File: config.mk
export PLATFORM = sky130hd
export DESIGN_NAME = tone_gen
export DESIGN_NICKNAME = d
export VERILOG_FILES = /design/src/rtl/music_pkg.sv /design/src/rtl/note_decode.sv /design/src/rtl/tone_gen.sv
export SDC_FILE = /design/constraint.sdc
export NUM_CORES = 1
export LEC_CHECK = 0
export BUFFER_PORTS_ARGS = -buffer_cell sky130_fd_sc_hd__buf_2
export CAP_MARGIN = 25
export CORE_MARGIN = 4
export CORE_UTILIZATION = 55
export DETAILED_ROUTE_END_ITERATION = 12
export PLACE_DENSITY = 0.74
export REMOVE_ABC_BUFFERS = 1
export SLEW_MARGIN = 20
export SYNTH_ARGS = -nofsm -noshare
export SYNTH_HDL_FRONTEND = slang
export SYNTH_SLANG_ARGS = --single-unit
File: constraint.sdc
create_clock -name clk_5m -period 4.64 [get_ports clk_5m]
set_clock_uncertainty 0.1 [all_clocks]
set_input_delay 0.464 -clock clk_5m [delete_from_list [all_inputs] [get_ports clk_5m]]
set_output_delay 0.464 -clock clk_5m [all_outputs]
set_load 0.005 [all_outputs]
File: src/rtl/music_pkg.sv
// Shared definitions for the music player: FSM encoding, octave codes,
// note word layout and the low-octave half-period table.
package music_pkg;

  localparam int unsigned CNT_W  = 14;
  localparam int unsigned NOTE_W = 12;

  typedef enum logic [1:0] {
    ST_IDLE = 2'd0,
    ST_GAP  = 2'd1,
    ST_PLAY = 2'd2
  } state_t;

  localparam logic [1:0] OCT_LOW  = 2'd0;
  localparam logic [1:0] OCT_MED  = 2'd1;
  localparam logic [1:0] OCT_HIGH = 2'd2;

  typedef struct packed {
    logic [3:0] high;
    logic [3:0] med;
    logic [3:0] low;
  } note_t;

  // Low-octave half periods in 5 MHz clocks, C4..B4; 0 for a rest.
  function automatic logic [CNT_W-1:0] low_half(input logic [2:0] digit);
    case (digit)
      3'd1:    return 14'd9555;
      3'd2:    return 14'd8513;
      3'd3:    return 14'd7584;
      3'd4:    return 14'd7159;
      3'd5:    return 14'd6378;
      3'd6:    return 14'd5682;
      3'd7:    return 14'd5062;
      default: return 14'd0;
    endcase
  endfunction

  // Each octave up halves the period.
  function automatic logic [CNT_W-1:0] half_period(input logic [2:0] digit,
                                                   input logic [1:0] octave);
    return low_half(digit) >> octave;
  endfunction

endpackage

File: src/rtl/note_decode.sv
// Priority decode of a {high, med, low} note word to octave, digit,
// half-period and an invalid-digit flag. Purely combinational.
module note_decode
  import music_pkg::*;
(
  input  logic [NOTE_W-1:0] din,
  output logic [1:0]        octave_c,
  output logic [2:0]        digit_c,
  output logic [CNT_W-1:0]  half_c,
  output logic              invalid_c
);

  note_t note;

  assign note = note_t'(din);

  // First nonzero nibble from high down wins; any digit 8-15 forces a rest.
  always_comb begin
    invalid_c = note.high[3] | note.med[3] | note.low[3];
    octave_c  = OCT_LOW;
    digit_c   = 3'd0;
    if (!invalid_c) begin
      if (note.high != 4'd0) begin
        octave_c = OCT_HIGH;
        digit_c  = note.high[2:0];
      end else if (note.med != 4'd0) begin
        octave_c = OCT_MED;
        digit_c  = note.med[2:0];
      end else if (note.low != 4'd0) begin
        octave_c = OCT_LOW;
        digit_c  = note.low[2:0];
      end
    end
  end

  assign half_c = half_period(digit_c, octave_c);

endmodule

File: src/rtl/tone_gen.sv
// Note-to-tone stage: latches one note word per beat and drives a square
// wave on speaker. Build option TONE_GEN_GAP_EN inserts GAP_CYCLES of
// silence before every note; without it a repeated note sustains in phase.
module tone_gen
  import music_pkg::*;
#(
  parameter int unsigned GAP_CYCLES = 50000
) (
  input  logic              clk_5m,
  input  logic              reset,
  input  logic              beat_tick,
  input  logic [NOTE_W-1:0] din,
  output logic              speaker,
  output logic              playing,
  output logic [1:0]        cur_octave,
  output logic [2:0]        cur_digit,
  output logic              err
);

  // Reject out-of-range gap lengths at elaboration.
  if (GAP_CYCLES < 1 || GAP_CYCLES > 65535) begin : g_gap_range
    $error("tone_gen: GAP_CYCLES must be 1..65535");
  end

  state_t             state, state_nxt;
  logic [CNT_W-1:0]   cnt, cnt_nxt;
  logic               spk_nxt, playing_nxt, err_nxt;
  logic [1:0]         oct_nxt;
  logic [2:0]         dig_nxt;

`ifdef TONE_GEN_GAP_EN
  localparam int unsigned GCNT_W = 16;
  logic [GCNT_W-1:0]  gcnt, gcnt_nxt;
`endif

  logic [1:0]         dec_octave;
  logic [2:0]         dec_digit;
  logic [CNT_W-1:0]   dec_half;
  logic               dec_invalid;
  logic               dec_rest;
  logic [CNT_W-1:0]   cur_half;
  logic               keep;
  logic               restart;

  note_decode u_dec (
    .din       (din),
    .octave_c  (dec_octave),
    .digit_c   (dec_digit),
    .half_c    (dec_half),
    .invalid_c (dec_invalid)
  );

  assign dec_rest = (dec_digit == 3'd0);
  assign cur_half = half_period(cur_digit, cur_octave);

`ifdef TONE_GEN_GAP_EN
  assign keep = 1'b0;
`else
  // Same note re-struck while sounding: leave the phase alone.
  assign keep = (state == ST_PLAY) && (dec_digit == cur_digit) &&
                (dec_octave == cur_octave);
`endif

  assign restart = beat_tick && !keep;

  // State register.
  always_ff @(posedge clk_5m or negedge reset) begin
    if (!reset) state <= ST_IDLE;
    else        state <= state_nxt;
  end

  // Next state: a new word always wins, otherwise GAP times out into PLAY.
  always_comb begin
    state_nxt = state;
    case (state)
`ifdef TONE_GEN_GAP_EN
      ST_GAP:  if (gcnt == '0) state_nxt = ST_PLAY;
`endif
      ST_PLAY: state_nxt = ST_PLAY;
      ST_IDLE: state_nxt = ST_IDLE;
      default: state_nxt = ST_IDLE;
    endcase
    if (restart) begin
      if (dec_rest) begin
        state_nxt = ST_IDLE;
      end else begin
`ifdef TONE_GEN_GAP_EN
        state_nxt = ST_GAP;
`else
        state_nxt = ST_PLAY;
`endif
      end
    end
  end

  // Next values for counters, speaker and the latched status outputs.
  always_comb begin
    cnt_nxt     = cnt;
    spk_nxt     = speaker;
    oct_nxt     = cur_octave;
    dig_nxt     = cur_digit;
    err_nxt     = err | (beat_tick & dec_invalid);
    playing_nxt = (state_nxt != ST_IDLE);
`ifdef TONE_GEN_GAP_EN
    gcnt_nxt    = gcnt;
`endif
    if (beat_tick) begin
      oct_nxt = dec_octave;
      dig_nxt = dec_digit;
    end
    if (restart) begin
      spk_nxt = 1'b0;
      if (!dec_rest) begin
        cnt_nxt = dec_half - 14'd1;
`ifdef TONE_GEN_GAP_EN
        gcnt_nxt = GCNT_W'(GAP_CYCLES - 1);
`endif
      end
    end else begin
      case (state)
`ifdef TONE_GEN_GAP_EN
        ST_GAP: begin
          spk_nxt = 1'b0;
          if (gcnt == '0) cnt_nxt  = cur_half - 14'd1;
          else            gcnt_nxt = gcnt - 16'd1;
        end
`endif
        ST_PLAY: begin
          if (cnt == '0) begin
            spk_nxt = ~speaker;
            cnt_nxt = cur_half - 14'd1;
          end else begin
            cnt_nxt = cnt - 14'd1;
          end
        end
        default: spk_nxt = 1'b0;
      endcase
    end
  end

  // Datapath and output registers.
  always_ff @(posedge clk_5m or negedge reset) begin
    if (!reset) begin
      cnt        <= '0;
      speaker    <= 1'b0;
      playing    <= 1'b0;
      cur_octave <= OCT_LOW;
      cur_digit  <= 3'd0;
      err        <= 1'b0;
`ifdef TONE_GEN_GAP_EN
      gcnt       <= '0;
`endif
    end else begin
      cnt        <= cnt_nxt;
      speaker    <= spk_nxt;
      playing    <= playing_nxt;
      cur_octave <= oct_nxt;
      cur_digit  <= dig_nxt;
      err        <= err_nxt;
`ifdef TONE_GEN_GAP_EN
      gcnt       <= gcnt_nxt;
`endif
    end
  end

endmodule

# Word level (Yosys, flattened, before mapping)
# Cells that the tools add are included.
# word_totals
register_bits,24
elab_cells,67
# op_classes
addsub,3
eq_ne,19
shifts,2
mux,19
bitwise_logic,5
reduce_logical,12
# op_table
cell,count
$pmux W14 S7,2
$mux W14,4
$sub A14 B1 Y14 const B,3
$shr A14 B2 Y14,2
$eq A3 B3 Y1 const B,8
$logic_not A14 Y1,1
$eq A3 B2 Y1 const B,4
$mux W3,4
$reduce_bool A4 Y1,3
$mux W2,5
$eq A3 B1 Y1 const B,2
$mux W1,4
$reduce_bool A2 Y1,2
$eq A3 B3 Y1,1
$logic_and A1 B1 Y1,3
$logic_not A3 Y1,1
$ne A3 B2 Y1 const B,1
$or A1 B1 Y1,3
$eq A2 B2 Y1,1
$eq A2 B2 Y1 const B,1
$ne A2 B2 Y1 const B,1
$reduce_and A2 Y1,1
$and A1 B1 Y1,1
$logic_not A1 Y1,1
$not A1 Y1,1

# Longest topological paths before layout
# Gate-level depths: netlist (run 1).
# depth
word_depth,12
mapped_depth,15
depth_no_buf,12

# By module
# From an unflattened synthesis (run 1), not the netlist that was laid out.
# hier_totals
hier_cells,395
area_unflattened_um2,3079.2
# by_module_without_submodules
mod,instances,cells_each,area_each_um2,seq_area_each_um2
tone_gen,1,260,2213.4,550.5
note_decode,1,135,865.8,0.0

# Least setup slack after synthesis (run 1)
# No wires, ideal clock.
# synth_path
path_type,input to register
start,in din[4]
end,reg cnt[12]
setup_time_ns,0.124
t_arrival_ns,3.671
t_required_ns,4.416
setup_slack_ns,0.745
cell_stages,15
n_path_buf,4
cell_sequence,buf_6 -> nor4b_2 -> o311a_1 -> buf_2 -> mux2_1 -> o41ai_2 -> buf_4 -> buf_2 -> o21a_1 -> ha_1 -> nand3_1 -> o31ai_1 -> nand4_1 -> xnor2_1 -> o21ai_1
# synth_between
elab_chain_cells,11
word_cells_on_any_way,29
classes_between,1 x add/sub; 10 x eq/ne; 1 x shift; 9 x mux; 8 x reduce/logical
# synth_lines
item,line_no,rtl
"start, declared",tone_gen.sv:12,"input logic [NOTE_W-1:0] din,"
branches (longest 11 deep; another with $sub A14 B1 Y14),n/a,
"end signal, assigned",tone_gen.sv:154,cnt <= cnt_nxt;
"end, declared",tone_gen.sv:26,"logic [CNT_W-1:0] cnt, cnt_nxt;"
# Parallel ways; which one is timed is not known. The select of a mux whose other input is x is not followed.
# A chain may end at the register's enable or synchronous reset.

# Worst setup path after layout (run 1)
# layout_path
start,reg cur_digit[2]
end,reg cnt[13]
# layout_between
elab_chain_cells,7
word_cells_on_any_way,21
classes_between,1 x add/sub; 9 x eq/ne; 1 x shift; 4 x mux; 6 x reduce/logical
# layout_lines
item,line_no,rtl
"start, declared",tone_gen.sv:16,"output logic [2:0] cur_digit,"
"start signal, assigned",tone_gen.sv:158,cur_digit <= dig_nxt;
$eq A3 B3 Y1 (tied with other cells),music_pkg.sv:26,case (digit)
$pmux W14 S7 / $logic_and A1 B1 Y1 (equally long branches),"music_pkg.sv:26, tone_gen.sv:60",
$shr A14 B2 Y14 / $logic_and A1 B1 Y1 (equally long branches),"music_pkg.sv:41, tone_gen.sv:60",
$sub A14 B1 Y14 / $logic_not A1 Y1 (equally long branches),"tone_gen.sv:131, tone_gen.sv:64",
$mux W14 / $logic_and A1 B1 Y1 (equally long branches),"tone_gen.sv:129, tone_gen.sv:64",
$mux W14 (tied with other cells),tone_gen.sv:120,case (state)
$mux W14 / $reduce_and A2 Y1 (equally long branches),n/a,
# Several ways; a longest one is shown, not always the timed one. The select of a mux whose other input is x is not followed.

==> results of run 1 <==
## path summary, 6_finish.rpt
path                              start      end  slack [ns]
max in group asynchronous         reset   cnt[0]        4.03
min in group clk_5m                 err      err        0.36
max reg2reg                cur_digit[2]  cnt[13]        0.64
min                               reset   cnt[2]        0.06
min reg2reg                         err      err        0.36
max                        cur_digit[2]  cnt[13]        0.64
## kinds of logic after synthesis
kind of cell	count (synthesis)	synth area share, %
flops	22	19.3
fa+ha+maj	1	0.439
xor+xnor	17	5.22
mux	10	3.64
compound gates	130	33.2
simple gates	149	30.7
buf+inv	43	7.50
## worst max-delay path, stage by stage, from the launching register on
cell,delay [ns]
dfrtp_1,0.77
clkinv_1,0.43
xnor2_1,0.28
o41ai_4,0.65
buf_4,0.34
o211ai_1,0.18
a21oi_1,0.41
nor3b_2,0.35
a41oi_1,0.17
o31ai_2,0.24
## report_power, final
part	total (mW)	switching [mW]	internal (mW)
sequential	0.322	0.0711	0.250
combinational	0.447	0.264	0.183
clock	0.184	0.0685	0.115
total	0.952	0.404	0.549
## sequential cells by signal, summed over array words and instances, names as in the netlist
register,flops
playing,1
cur_octave,2
cur_digit,3
speaker,1
err,1
cnt,14
## synth_stat cells (all sizes together) (4+ instances only)
master  number
nand2       43
o21ai       36
dfrtp       22
nor2        19
buf         17
clkbuf      15
nand3       15
a21oi       14
inv         10
nor3         9
o31ai        9
xnor2        9
nor4         8
xor2         8
a211oi       7
mux2i        7
o211ai       7
or2          7
a31oi        6
nand2b       6
or3          6
nor4b        5
a21o         4
a221oi       4
nand3b       4
nor2b        4
nor3b        4
o221ai       4
o22ai        4
## metal layers
| layer | vias to the layer above | GRT usage (%) | wire [µm] |
|---|---|---|---|
| li1 | 1429 | - | - |
| met1 | 1407 | 37.3 | 3690 |
| met2 | 134 | 43.3 | 3780 |
| met3 | 16 | 3.72 | 572 |
| met4 | 0 | 7.43 | 123 |
| met5 | - | 0 | 0 |
## cell type report
class / instances / area, µm²
Clock buffer: 3 / 41.3
Clock inverter: 1 / 30.0
Fill cell: 479 / 1860
Inverter: 11 / 41.3
Multi-Input combinational cell: 307 / 2100
Sequential cell: 22 / 551
Tap cell: 67 / 83.8
Timing Repair Buffer: 30 / 170
==> run_results.csv, run 1 <==
group,metric,value,unit
outcome,status,"finished clean",
pwr,total_power,0.952,mW
timing,fin_tns_setup,0,ns
timing,rsz0062_at_grt,"no",
critical_path,cp.arrival,4.09,ns
hold_path,min_path_type,"input port to asynchronous set/reset pin",
clock_tree,cts_buffers,3,
critical_path,crit_type,"register to register",
die,dieArea,0.00640,mm²
critical_path,setup.worst_path.start_class,"register",
synthesis,synth.distinct_cells,87,
timing,setup_viol,0,
synthesis,yosys.area.top_type,"dfrtp_1",
placement,gp_congestion,0.987,
clock_tree,cts-root-buf,"clkbuf_8",
placement,port_buffers,22,
final_layout,final_cell_mix,"nand2_1 (43), dfrtp_1 (22), buf_2 (22), o21ai_0 (21), nor2_1 (19)",
route,drc_errors,0,
synthesis,syn-cell-area,0.00285,mm²
timing,hold_viol,0,
placement,dp_hpwl,6110,µm
placement,place_ws,0.485,ns
global_route,grt_overflow,0,
clock_tree,worstSkewPairLatency,0.27,ns
global_route,grt_pass1_wl,13800,µm
global_route,antenna_found_initial,0,
final_layout,stdcell_count,441,
timing,drv_slew,0,
clock_tree,holdBufCountCts,0,
final_layout,final_area,0.00302,mm²
final_layout,drive_gt1_share,16.3,%
pwr,p_leak,1.14,nW
synthesis,syn_inst,372,
route,drtIter0Drc,317,
final_layout,final_common_cell,"nand2_1",
timing,worstMarginPinSlew,1.00,ns
synthesis,synth_edf_count,0,
final_layout,area_growth,5.75,%
pwr,peakVddDrop,0.182,mV
synthesis,yosysWarningCount,0,
die,rows,25,
global_route,grt_pass1_vias,2803,
critical_path,endpoint_kind,"register",
job,maxCapViolations,0,
clock_tree,h-tree-depth,1,
timing,period_needed,4.00,ns
synthesis,synthFlopType,"dfrtp_1",
clock_tree,clkTransAtPathRegs,0.09,ns
final_layout,finish.utilization,61.8,%
clock_tree,post_cts_resized,0,
placement,placed_area,0.00295,mm²
synthesis,synthTopCellsByArea,"dfrtp_1 (19%), nand2_1 (5.7%), o21ai_0 (3.7%), xnor2_1 (2.8%), nand3_1 (2.6%)",
critical_path,cp_max_fo,24,
final_layout,antennaDiodeCount,0,
final_layout,final_nets,391,
pwr,p_per_area,316,mW/mm²
synthesis,ys_seq_area_share,19.3,%
placement,dp.cells,437,
timing,fmax,0.250,GHz
critical_path,reg2regPathDepth,9,
global_route,grt_usage,26.9,%
die,fp.dieH,80.0,µm
synthesis,synth_top_area_share,19.3,%
route,drtPass1Iterations,6,
route,antenna_left,0,
route,vias,2986,
route,drt-total-wl,8160,µm
route,vias_per_cell,6.77,
die,chipWidth,80.0,µm
clock_tree,cts_tree,"yes",
global_route,grt_max_degree,28,
synthesis,avgSynthCellArea,7.67,µm²
clock_tree,clkSinkCount,22,
clock_tree,cts_setup_buffers,0,
die,ios,23,
synthesis,ys_async_sr_fraction,100,%
route,wl_per_cell,18.5,µm
critical_path,worst_ep_required_time,4.73,ns
die,initial_core_util,58.5,%
die,core_area,0.00488,mm²
timing,fin_ws,0.640,ns
timing,post-route-period-util,86.2,%
clock_tree,clockBufferDepth,2,
synthesis,ys_seq_elements,22,
timing,whs,0.0578,ns
timing,relSlewSlack,32.4,%
No activity file was read; power rests on OpenSTA's default activity.
==> inputs of run 2 (changes only) <==
Settings changed: CAP_MARGIN 25 to default, MAX_ROUTING_LAYER from default to met4.
==> run 2 against run 1 <==
Power rose by 0.36%. Via count rose by 0.70%. Sequential power barely moved. Critical path type unchanged. Highest routed layer unchanged.
==> run_results.csv, run 2 (synthesis results as in run 1) <==
group,metric,value,unit
die,ios,23,
critical_path,endpoint_kind,"register",
critical_path,path_cells,"clkinv_1 > xnor2_1 > o41ai_4 > buf_4 > o211ai_1 > a21oi_1 > nor3b_2 > a41oi_1 > o31ai_2",
critical_path,crit_type,"register to register",
critical_path,cp.arrival,4.12,ns
pwr,p_per_area,317,mW/mm²
final_layout,largest_register,"cnt",
final_layout,area_growth,5.75,%
global_route,grt_overflow,0,
clock_tree,clkSinkCount,22,
critical_path,crit_family,"compound AO/OA/AOI/OAI gates",
placement,port_buffers,22,
timing,hold_viol,0,
critical_path,worst-path-buf-inv,2,
outcome,status,"finished clean",
pwr,total_power,0.956,mW
clock_tree,worstSkewPairLatency,0.27,ns
die,dieArea,0.00640,mm²
timing,drv_slew,0,
clock_tree,cts_tree,"yes",
critical_path,setup.worst_path.start_class,"register",
critical_path,crit_start,"cur_digit[2]",
final_layout,final_nets,391,
clock_tree,cts_setup_buffers,0,
final_layout,finish.utilization,61.8,%
global_route,grt_usage,28.3,%
clock_tree,clkTransAtPathRegs,0.09,ns
global_route,antenna_found_initial,0,
timing,relSlewSlack,33.2,%
placement,dp_hpwl,6180,µm
job,maxCapViolations,0,
global_route,grt_pass1_vias,2890,
final_layout,drive_gt1_share,16.3,%
critical_path,worst-path-stages,9,
route,wl_per_cell,18.6,µm
timing,fmax,0.248,GHz
critical_path,crit_end,"cnt[13]",
critical_path,slowest_delay,0.77,ns
route,drtPass1Iterations,5,
placement,place_ws,0.465,ns
pwr,peakVddDrop,0.137,mV
die,rows,25,
route,drc_errors,0,
timing,whs,0.0671,ns
die,chipWidth,80.0,µm
timing,worstMarginPinSlew,0.990,ns
clock_tree,holdBufCountCts,0,
clock_tree,cts_buffers,3,
timing,rsz0062_at_grt,"no",
critical_path,cp_max_fo,24,
final_layout,largest_reg_flops,14,
critical_path,reg2reg_from,"cur_digit[2]",
clock_tree,cts-root-buf,"clkbuf_8",
route,drtIter0Drc,339,
hold_path,min_path_type,"input port to asynchronous set/reset pin",
route,drt-total-wl,8190,µm
final_layout,final_common_cell,"nand2_1",
timing,setup_viol,0,
clock_tree,clockBufferDepth,2,
pwr,p_leak,1.14,nW
timing,fin_ws,0.606,ns
route,vias,3007,
die,initial_core_util,58.5,%
critical_path,rrSetupSlack,0.61,ns
global_route,grt_pass1_wl,14200,µm
route,antenna_left,0,
timing,period_needed,4.03,ns
die,fp.dieH,80.0,µm
critical_path,reg2regPathDepth,9,
final_layout,antennaDiodeCount,0,
critical_path,worst_ep_required_time,4.73,ns
critical_path,cpMaxStageDelayCell,"dfrtp_1",
timing,post-route-period-util,86.9,%
clock_tree,post_cts_resized,0,
placement,gp_congestion,0.985,
critical_path,rr_endpoint,"cnt[13]",
clock_tree,h-tree-depth,1,
global_route,grt_max_degree,28,
die,core_area,0.00488,mm²
timing,fin_tns_setup,0,ns
final_layout,top_regs,"cnt: 14 flops, cur_digit: 3 flops, cur_octave: 2 flops",
final_layout,final_cell_mix,"nand2_1 (43), dfrtp_1 (22), buf_2 (22), o21ai_0 (21), nor2_1 (19)",
route,vias_per_cell,6.82,
[run 2: where the power goes]
group / total (mW) / switching, mW / internal, mW
Sequential: 0.324 / 0.0735 / 0.250
Clock: 0.184 / 0.0686 / 0.115
Combinational: 0.448 / 0.265 / 0.183
Total: 0.956 / 0.408 / 0.548
[run 2: area by class of cell]
| cell class | instances | area, µm² |
|---|---|---|
| multi-input combinational | 307 | 2100 |
| fill | 463 | 1860 |
| sequential | 22 | 551 |
| timing repair buffer | 30 | 170 |
| tap | 67 | 83.8 |
| clock buffer | 3 | 41.3 |
| inverter | 11 | 41.3 |
| clock inverter | 1 | 30.0 |
[run 2: worst min path at each step]
stage | start | end | slack [ns]
after floorplan | reset | cnt[0] | 0.07
after global placement | err | err | 0.33
after detailed placement | err | err | 0.34
after CTS | reset | cnt[2] | 0.08
after global routing | reset | cnt[4] | 0.10
final | reset | cnt[1] | 0.07
[run 2: metrics by stage]
step	area, µm²	std cells
2_1_floorplan	2680	340
3_3_place_gp	2950	437
3_5_place_dp	2950	437
4_1_cts	3020	441
5_1_grt	3020	441
6_report	3020	441
[run 2: layer usage]
metal  wire (µm)  part of all wire [%]  vias up  global-route usage, %
met5           0                     0        -                      -
met4         100                   1.2        0                   6.42
met3         701                   8.6       12                   3.84
met2        3780                    46      148                   44.2
met1        3610                    44     1429                   38.9
li1            -                     -     1418                      -
